--- src/rtl/lsu_pkg.sv ---
// Shared definitions for the Wishbone load/store unit: funct3 codes, FSM states
// and the access legality check.
package lsu_pkg;

  localparam logic [2:0] F3_LB  = 3'b000;
  localparam logic [2:0] F3_LH  = 3'b001;
  localparam logic [2:0] F3_LW  = 3'b010;
  localparam logic [2:0] F3_LBU = 3'b100;
  localparam logic [2:0] F3_LHU = 3'b101;
  localparam logic [2:0] F3_SB  = 3'b000;
  localparam logic [2:0] F3_SH  = 3'b001;
  localparam logic [2:0] F3_SW  = 3'b010;

  typedef enum logic [1:0] {
    ST_IDLE,
    ST_RD,
    ST_WR,
    ST_RESP
  } lsu_state_t;

  // Unsupported funct3 codes (including LBU/LHU encodings used as stores)
  // are reported the same way as misaligned addresses.
  function automatic logic is_misaligned(input logic we, input logic [2:0] f3,
                                         input logic [1:0] addr_lo);
    logic bad;
    bad = 1'b1;
    case (f3)
      F3_LB:   bad = 1'b0;
      F3_LH:   bad = addr_lo[0];
      F3_LW:   bad = |addr_lo;
      F3_LBU:  bad = we;
      F3_LHU:  bad = we | addr_lo[0];
      default: bad = 1'b1;
    endcase
    return bad;
  endfunction

endpackage

--- src/rtl/lsu_wb_master_align.sv ---
// Byte-lane logic: load extraction with sign/zero extension and
// read-modify-write merge of sub-word store data into the old word.
module lsu_align
  import lsu_pkg::*;
(
  input  logic [31:0] old_word,
  input  logic [31:0] wdata,
  input  logic [1:0]  addr_lo,
  input  logic [2:0]  funct3,
  output logic [31:0] load_data,
  output logic [31:0] store_word
);

  logic [7:0]  byte_sel;
  logic [15:0] half_sel;

  always_comb begin
    byte_sel = old_word[{addr_lo, 3'b000} +: 8];
    half_sel = addr_lo[1] ? old_word[31:16] : old_word[15:0];

    load_data = old_word;
    case (funct3)
      F3_LB:   load_data = {{24{byte_sel[7]}}, byte_sel};
      F3_LH:   load_data = {{16{half_sel[15]}}, half_sel};
      F3_LBU:  load_data = {24'h0, byte_sel};
      F3_LHU:  load_data = {16'h0, half_sel};
      default: load_data = old_word;
    endcase

    store_word = old_word;
    case (funct3)
      F3_SB: store_word[{addr_lo, 3'b000} +: 8] = wdata[7:0];
      F3_SH: begin
        if (addr_lo[1]) store_word[31:16] = wdata[15:0];
        else            store_word[15:0]  = wdata[15:0];
      end
      default: store_word = wdata;
    endcase
  end

endmodule

--- src/rtl/lsu_wb_master.sv ---
// RV32I load/store master for a word-only Wishbone classic slave; sub-word
// stores use read-modify-write. Optional ack timeout under LSU_TIMEOUT_EN.
module lsu_wb_master
  import lsu_pkg::*;
#(
  parameter int unsigned TIMEOUT_CYCLES = 16
) (
  input  logic        wb_clk,
  input  logic        wb_rst,
  input  logic        req_valid,
  output logic        req_ready,
  input  logic        req_we,
  input  logic [2:0]  req_funct3,
  input  logic [31:0] req_addr,
  input  logic [31:0] req_wdata,
  output logic        rsp_valid,
  output logic [31:0] rsp_rdata,
  output logic        rsp_err,
  output logic        wb_cyc_o,
  output logic        wb_stb_o,
  output logic        wb_we_o,
  output logic [31:0] wb_addr_o,
  output logic [31:0] wb_dat_o,
  input  logic [31:0] wb_dat_i,
  input  logic        wb_ack_i
);

  lsu_state_t  state, state_n;
  logic [31:0] addr_q, wdata_q, dat_q, rdata_q;
  logic [2:0]  f3_q;
  logic        we_q, err_q;
  logic        req_bad, busy, timeout;
  logic [31:0] load_data, store_word;

  lsu_align u_align (
    .old_word   (wb_dat_i),
    .wdata      (wdata_q),
    .addr_lo    (addr_q[1:0]),
    .funct3     (f3_q),
    .load_data  (load_data),
    .store_word (store_word)
  );

  assign req_bad = is_misaligned(req_we, req_funct3, req_addr[1:0]);
  assign busy    = (state == ST_RD) || (state == ST_WR);

`ifdef LSU_TIMEOUT_EN
  localparam int unsigned CW = $clog2(TIMEOUT_CYCLES + 1);
  logic [CW-1:0] tcnt;

  // Abort on the edge that closes the TIMEOUT_CYCLES-th unacknowledged strobe cycle.
  assign timeout = busy && !wb_ack_i && (tcnt == CW'(TIMEOUT_CYCLES - 1));

  always_ff @(posedge wb_clk or posedge wb_rst) begin
    if (wb_rst)                          tcnt <= '0;
    else if (!busy || state_n != state)  tcnt <= '0;
    else                                 tcnt <= tcnt + 1'b1;
  end
`else
  assign timeout = 1'b0;
`endif

  always_comb begin
    state_n = state;
    case (state)
      ST_IDLE: begin
        if (req_valid) begin
          if (req_bad)                              state_n = ST_RESP;
          else if (req_we && req_funct3 == F3_SW)   state_n = ST_WR;
          else                                      state_n = ST_RD;
        end
      end
      ST_RD: begin
        if (wb_ack_i)     state_n = we_q ? ST_WR : ST_RESP;
        else if (timeout) state_n = ST_RESP;
      end
      ST_WR:   if (wb_ack_i || timeout) state_n = ST_RESP;
      ST_RESP: state_n = ST_IDLE;
      default: state_n = ST_IDLE;
    endcase
  end

  always_ff @(posedge wb_clk or posedge wb_rst) begin
    if (wb_rst) state <= ST_IDLE;
    else        state <= state_n;
  end

  always_ff @(posedge wb_clk or posedge wb_rst) begin
    if (wb_rst) begin
      addr_q  <= '0;
      wdata_q <= '0;
      f3_q    <= '0;
      we_q    <= 1'b0;
      dat_q   <= '0;
      rdata_q <= '0;
      err_q   <= 1'b0;
    end else begin
      case (state)
        ST_IDLE: begin
          if (req_valid) begin
            addr_q  <= req_addr;
            wdata_q <= req_wdata;
            f3_q    <= req_funct3;
            we_q    <= req_we;
            if (req_bad) begin
              err_q   <= 1'b1;
              rdata_q <= '0;
            end else if (req_we && req_funct3 == F3_SW) begin
              dat_q <= req_wdata;
            end
          end
        end
        ST_RD: begin
          if (wb_ack_i) begin
            if (we_q) dat_q <= store_word;
            else begin
              rdata_q <= load_data;
              err_q   <= 1'b0;
            end
          end else if (timeout) begin
            err_q   <= 1'b1;
            rdata_q <= '0;
          end
        end
        ST_WR: begin
          if (wb_ack_i) begin
            err_q   <= 1'b0;
            rdata_q <= '0;
          end else if (timeout) begin
            err_q   <= 1'b1;
            rdata_q <= '0;
          end
        end
        default: ;
      endcase
    end
  end

  assign req_ready = (state == ST_IDLE);
  assign wb_cyc_o  = busy;
  assign wb_stb_o  = busy;
  assign wb_we_o   = (state == ST_WR);
  assign wb_addr_o = {addr_q[31:2], 2'b00};
  assign wb_dat_o  = dat_q;
  assign rsp_valid = (state == ST_RESP);
  assign rsp_rdata = rdata_q;
  assign rsp_err   = err_q;

endmodule

--- config.mk ---
export PLATFORM = sky130hd
export DESIGN_NAME = lsu_wb_master
export DESIGN_NICKNAME = d
export VERILOG_FILES = /design/src/rtl/lsu_pkg.sv /design/src/rtl/lsu_wb_master_align.sv /design/src/rtl/lsu_wb_master.sv
export SDC_FILE = /design/constraint.sdc
export NUM_CORES = 1
export LEC_CHECK = 0
export CAP_MARGIN = 20
export CORE_AREA = 4 4 108 161
export DETAILED_ROUTE_END_ITERATION = 10
export DIE_AREA = 0 0 112 165
export PLACE_DENSITY = 0.78
export SLEW_MARGIN = 20
export SYNTH_ARGS = -nofsm -noshare
export SYNTH_HDL_FRONTEND = slang
export SYNTH_HIERARCHICAL = 1
export SYNTH_SLANG_ARGS = --single-unit
--- constraint.sdc ---
create_clock -name wb_clk -period 5 [get_ports wb_clk]
set_clock_uncertainty 0.15 [all_clocks]
set_input_delay 0.75 -clock wb_clk [delete_from_list [all_inputs] [get_ports wb_clk]]
set_output_delay 0.75 -clock wb_clk [all_outputs]
set_load 0.01 [all_outputs]
After elaboration in Yosys (flattened, before gate mapping)
Index checks and enable logic that the tools add are counted.

word-level totals
  bits in registers = 135
  latch bits = 0
  memory bits (writable) = 0
  memory bits (read-only) = 0
  input port bits = 104
  output and inout bits = 102
  word-level logic and storage cells = 75
  memories = 0

cells by class
  add/sub/neg operators = 1
  $mul = 0
  div/mod/pow operators = 0
  order comparisons = 0
  equality and inequality tests = 18
  shifts and indexed selects = 3
  multiplexer cells = 32
  bitwise gates (word level) = 1
  reduce and logical (&&, ||, !) cells = 12

operators with widths
  cell                                                                      count
  32-bit two-way mux                                                        10
  32-bit case mux with 2 select lines                                       2
  32-bit case mux with 4 select lines                                       1
  32-bit case mux with 3 select lines                                       1
  16-bit two-way mux                                                        3
  32-bit bitwise mux                                                        1
  8-bit by 7-bit variable shift with 32-bit output (first input constant)   1
  32-bit by 6-bit variable part select with 8-bit output                    1
  8-bit by 7-bit variable part select with 32-bit output                    1
  3-bit == test (second input constant)                                     4
  6-bit AND reduction                                                       2
  2-bit two-way mux                                                         5
  2-bit inequality test (second input constant)                             5
  2-bit case mux with 4 select lines                                        1
  5-bit negation with 7-bit output                                          1
  3-bit by 1-bit == test with 1-bit output (second input constant)          2
  3-bit logical NOT                                                         2
  1-bit two-way mux                                                         6
  2-bit by 1-bit inequality test with 1-bit output (second input constant)  3
  1-bit case mux with 5 select lines                                        1
  2-bit == test (second input constant)                                     2
  3-bit by 2-bit == test with 1-bit output (second input constant)          1
  1-bit case mux with 3 select lines                                        1
  3-bit AND reduction                                                       1
  9 further kinds                                                           9

Logic depth before layout (Yosys ltp)
  word-level depth = 7
  gate-level depth with buffers = 10
  gate-level depth less buffers = 7

Modules after synthesis
The synthesis kept the hierarchy.

by module, submodules not included
  module         times used  cells each  area an instance (um^2)  sequential area each (um^2)
  lsu_wb_master  1           450         6034.5                   3378.2
  lsu_align      1           264         1833.0                   0.0

Least setup slack after synthesis
OpenSTA, ideal clock, no wires.

  kind = flip-flop to flip-flop
  start point = register addr_q[1]
  end point = register dat_q[24] (netlist: wb_dat_o[24])
  arrival = 2.542 ns
  data required time = 4.725 ns
  slack = 2.183 ns
  cell stages (with the launch flop) = 11
  buffers on the path = 3
  period minus slack after synthesis = 2.817 ns
  path through = dfrtp_1 buf_2 inv_1 clkbuf_1 ha_1 and3b_1 and2_1 buf_1 a221o_1 mux2_2 mux2_2

on the way
  longest elaborated chain between the ends = 7
  elaborated cells between the ends (all ways) = 9
  classes of those cells = 1 x add/sub; 2 x shift; 6 x mux

ends and longest elaborated chain
  element                                                                                                                            RTL line                   source
  start: declaration                                                                                                                 lsu_wb_master.sv:29        logic [31:0] addr_q, wdata_q, dat_q, rdata_q;
  start signal: assignment                                                                                                           lsu_wb_master.sv:101       addr_q <= req_addr;
  5-bit negation with 7-bit output                                                                                                   lsu_wb_master_align.sv:32  F3_SB: store_word[{addr_lo, 3'b000} +: 8] = wdata[7:0];
  8-bit by 7-bit variable part select with 32-bit output / 8-bit by 7-bit variable shift with 32-bit output (equally long branches)  lsu_wb_master_align.sv:32
  32-bit bitwise mux                                                                                                                 lsu_wb_master_align.sv:32
  32-bit case mux with 2 select lines (*)                                                                                            lsu_wb_master_align.sv:31  case (funct3)
  named net store_word[24]                                                                                                           lsu_wb_master.sv:33        logic [31:0] load_data, store_word;
  32-bit two-way mux (*)                                                                                                             lsu_wb_master.sv:115       if (we_q) dat_q <= store_word;
  32-bit two-way mux (*)                                                                                                             lsu_wb_master.sv:114       if (wb_ack_i) begin
  32-bit case mux with 2 select lines (*)                                                                                            lsu_wb_master.sv:98        case (state)
  end signal: assignment                                                                                                             lsu_wb_master.sv:109       dat_q <= req_wdata;
  end signal: assignment                                                                                                             lsu_wb_master.sv:115
  end: declaration                                                                                                                   lsu_wb_master.sv:29

The timed path passes the listed nets; every way through them passes the cells marked *. The select of a mux whose other input is x is not followed.
A chain may end at the register's enable or synchronous reset.

Worst setup path after layout
  start point = register addr_q[1]
  end point = register dat_q[5] (netlist: wb_dat_o[5])

Same word-level chain as after synthesis.

==> run summary <==
Post-Place Setup Slack -> 1.94 ns
Synth warnings -> 6
Crit path arrival time -> 3.06 ns
reg2reg end -> wb_dat_o[5]$_DFFE_PP0P_
Hold Fails Final Rpt -> 0
NetSw -> 0.00263 W
asr flop ratio synth -> 100%
crit path time final -> 2.92 ns
DRT iter0 DRCs -> 446
register area share after synthesis -> 42.9%
mux cell area share after synthesis -> 25.4%
# Max-Cap Violations -> 0
Core Area -> 0.0160 mm²
post-DP HPWL -> 15.9 mm
Comb pwr share -> 53.3%
status -> complete, no violations
area of the mapped netlist -> 0.00787 mm²
most common cell after layout, fill and taps aside -> clkdlybuf4s50_1
Hold EP -> wb_dat_o[28]$_DFFE_PP0P_
area grow syn2layout -> 31.5%
largest family of logic cells by synthesized area -> multiplexers
Sink Count -> 135
Final ANT Viol Nets -> 0
Crit Path Category -> flip-flop to flip-flop
syn avg cell area -> 11.0 µm²
top_reg_cell synth -> dfrtp_1
Synth Area in Adders -> 1.43%
total number of vias -> 6,173
share of post-route cells with drive strength above 1 -> 21.7%
fill count -> 1,312
Mapped Cells -> 714
CTS clk-pin slew, worst paths -> 0.06 ns
largest net degree at the start of global routing -> 113
switching share of total power -> 37.5%
critical path required time -> 5.15 ns
initial antenna violation count -> 0
PostCTS Resize Cnt -> 0
final setup vio count -> 0
Overflow after GRT -> 0
drt drc -> 0
worst r2r src -> addr_q[1]$_DFFE_PP0P_
All-Layer GR Usage -> 23.6%
share of Yosys cell area claimed by the top area cell type -> 42.9%
H-Tree Depth -> 4
ranking of synthesized cells by area -> dfrtp_1 43%, mux2_2 19%, mux2i_1 5.3%, a221o_1 3.7%, buf_4 3.3%
startpoint types -> flip-flop
Worst slew margin -> 29.6%
Seq pwr share -> 28.7%
area leader, netlist -> dfrtp_1
worst hold path type -> flip-flop to flip-flop
row count -> 57
Hold Crit Depth -> 1
CTS Hold Bufs -> 0
RSZ-0062 raised after global routing -> false
flop-to-flop setup slack -> 2.08 ns
Die Area -> 0.0185 mm²
root buf cell -> clkbuf_16
simple-gate share of the synthesized area -> 9.27%
Routed WL per cell -> 20.3 µm
Internal Pwr Total -> 0.00440 W
Setup Buffers After CTS -> 0
GPL Wtd Cong -> 0.924
Cell Pwr Density -> 679 mW/mm²
count of different cell masters after synthesis -> 54
Final period util -> 58.3%
crit end category -> flip-flop
final wirelength -> 21.9 mm
DR pass1 iterations -> 7
drt via density -> 5.72
Synth Register Bits -> 135
clock tree buffer depth -> 2
setup TNS -> 0 ns
commonest cells after routing, fill and taps aside -> 203 x clkdlybuf4s50_1, 136 x mux2_2, 135 x dfrtp_1
Clk pwr share -> 18.0%
later-pin clock latency in the skew report -> 0.42 ns
Post-synth EDFFs -> 0
Post-Synth XOR/XNOR Area -> 0%
Final Core Density -> 64.5%
number of global-route vias before repair -> 6,207
first-pass GRT wire length -> 34.0 mm
Leak Pwr -> 4.36 nW
port bufs -> 203
final worst slack -> 2.08 ns
VDD IR max -> 381 µV
CTS tree -> built
Max Fanout on Critical Path -> 18
IO Pins -> 206
die height -> 165 µm
Tightest Pin Transition -> 1.05 ns
Slew Viols, Final -> 0
Layout Nets -> 974
compound-gate portion of the synthesized area -> 12.1%
diode count -> 0
Hold Crit Start -> wb_dat_o[28]$_DFFE_PP0P_
total CTS buffers -> 17
Max Clk Rate -> 0.343 GHz
Reg2Reg Depth -> 7
starting density of the core -> 49.0%
die width -> 112 µm
[flip-flops by register name, summed over array words and instances (netlist names)]
signal     flops
state          2
addr_q        32
rsp_rdata     32
wb_dat_o      32
rsp_err        1
f3_q           3
we_q           1
wdata_q       32
[routing by layer]
layer | GRT usage [%] | vias up | routed length, µm
met1 | 28.0 | 3025 | 8220
met2 | 41.0 | 276 | 11200
met5 | 0 | - | 0
met3 | 5.39 | 48 | 1670
met4 | 10.3 | 0 | 782
li1 | - | 2824 | -
[power by group through the flow]
stage / clock network (W) / registers (W) / logic (W)
final: 0.00127 / 0.00201 / 0.00375
after global routing: 0.00133 / 0.00207 / 0.00404
after CTS: 0.00129 / 0.00201 / 0.00376
after detailed placement: 0 / 0.00202 / 0.00374
after global placement: 0 / 0.00200 / 0.00368
after floorplan: 0 / 0.00195 / 0.00270
[final cells by class]
type | instances | area (µm²) | share of cell area (%)
well taps | 206 | 258 | 2.49
inverters | 41 | 159 | 1.54
clock inverters | 13 | 144 | 1.39
flip-flops and latches | 135 | 3380 | 32.6
clock buffers | 19 | 453 | 4.38
repair buffers | 215 | 2140 | 20.7
multi-input cells | 451 | 3810 | 36.9
[worst max path at each step]
stage | from | to | slack (ns)
floorplan | wb_rst | addr_q[0]$_DFFE_PP0P_ | 0.49
global placement | req_funct3[2] | rsp_rdata[14]$_DFFE_PP0P_ | 2.00
detailed placement | req_funct3[0] | rsp_rdata[8]$_DFFE_PP0P_ | 1.94
CTS | addr_q[1]$_DFFE_PP0P_ | wb_dat_o[5]$_DFFE_PP0P_ | 2.15
global route | addr_q[0]$_DFFE_PP0P_ | wb_dat_o[30]$_DFFE_PP0P_ | 2.00
finish | addr_q[1]$_DFFE_PP0P_ | wb_dat_o[5]$_DFFE_PP0P_ | 2.08
[critical path, stage by stage, from the launching register on]
cell      delay, ns
dfrtp_1        0.37
inv_1          0.47
ha_1           0.58
nand2b_1       0.12
a32o_1         0.27
a221o_1        0.29
mux2_2         0.26
mux2_2         0.25
[logic make-up after synthesis]
group / Yosys count
mux: 181
simple gates: 146
flops: 135
buf+inv: 129
compound gates: 113
fa+ha+maj: 9
other cells: 1
[cells in the mapped netlist, types with 2 or more instances]
cell        n
a211oi_1    7
a21boi_0    8
a21oi_1     3
a221o_1    29
a221oi_1    9
a22o_1     13
a22oi_1     3
a31oi_1     7
and2_1      2
and3_1      8
and4_1      2
buf_1       9
buf_2      26
buf_4      35
buf_6       6
clkbuf_1   11
dfrtp_1   135
ha_1        9
inv_1      41
mux2_1      2
mux2_2    136
mux2i_1    42
nand2_1    57
nand2b_1    4
nand3_1    19
nor2_1     21
nor2b_1    17
nor4_1      2
nor4b_1     6
o21a_1      8
o21ai_0     5
o22ai_1    10
[stage by stage]
| step | std cells | instance area (µm²) | power (W) | hold slack, ns |
|---|---|---|---|---|
| after floorplan | 715 | 7870 | 0.00464 | 0.324 |
| final | 1080 | 10300 | 0.00703 | 0.349 |
| after global placement | 1047 | 9720 | 0.00569 | 0.336 |
| after detailed placement | 1047 | 9720 | 0.00576 | 0.337 |
| after global routing | 1080 | 10300 | 0.00745 | 0.368 |
| after CTS | 1079 | 10300 | 0.00705 | 0.355 |
(Power assumes the default switching activity.)
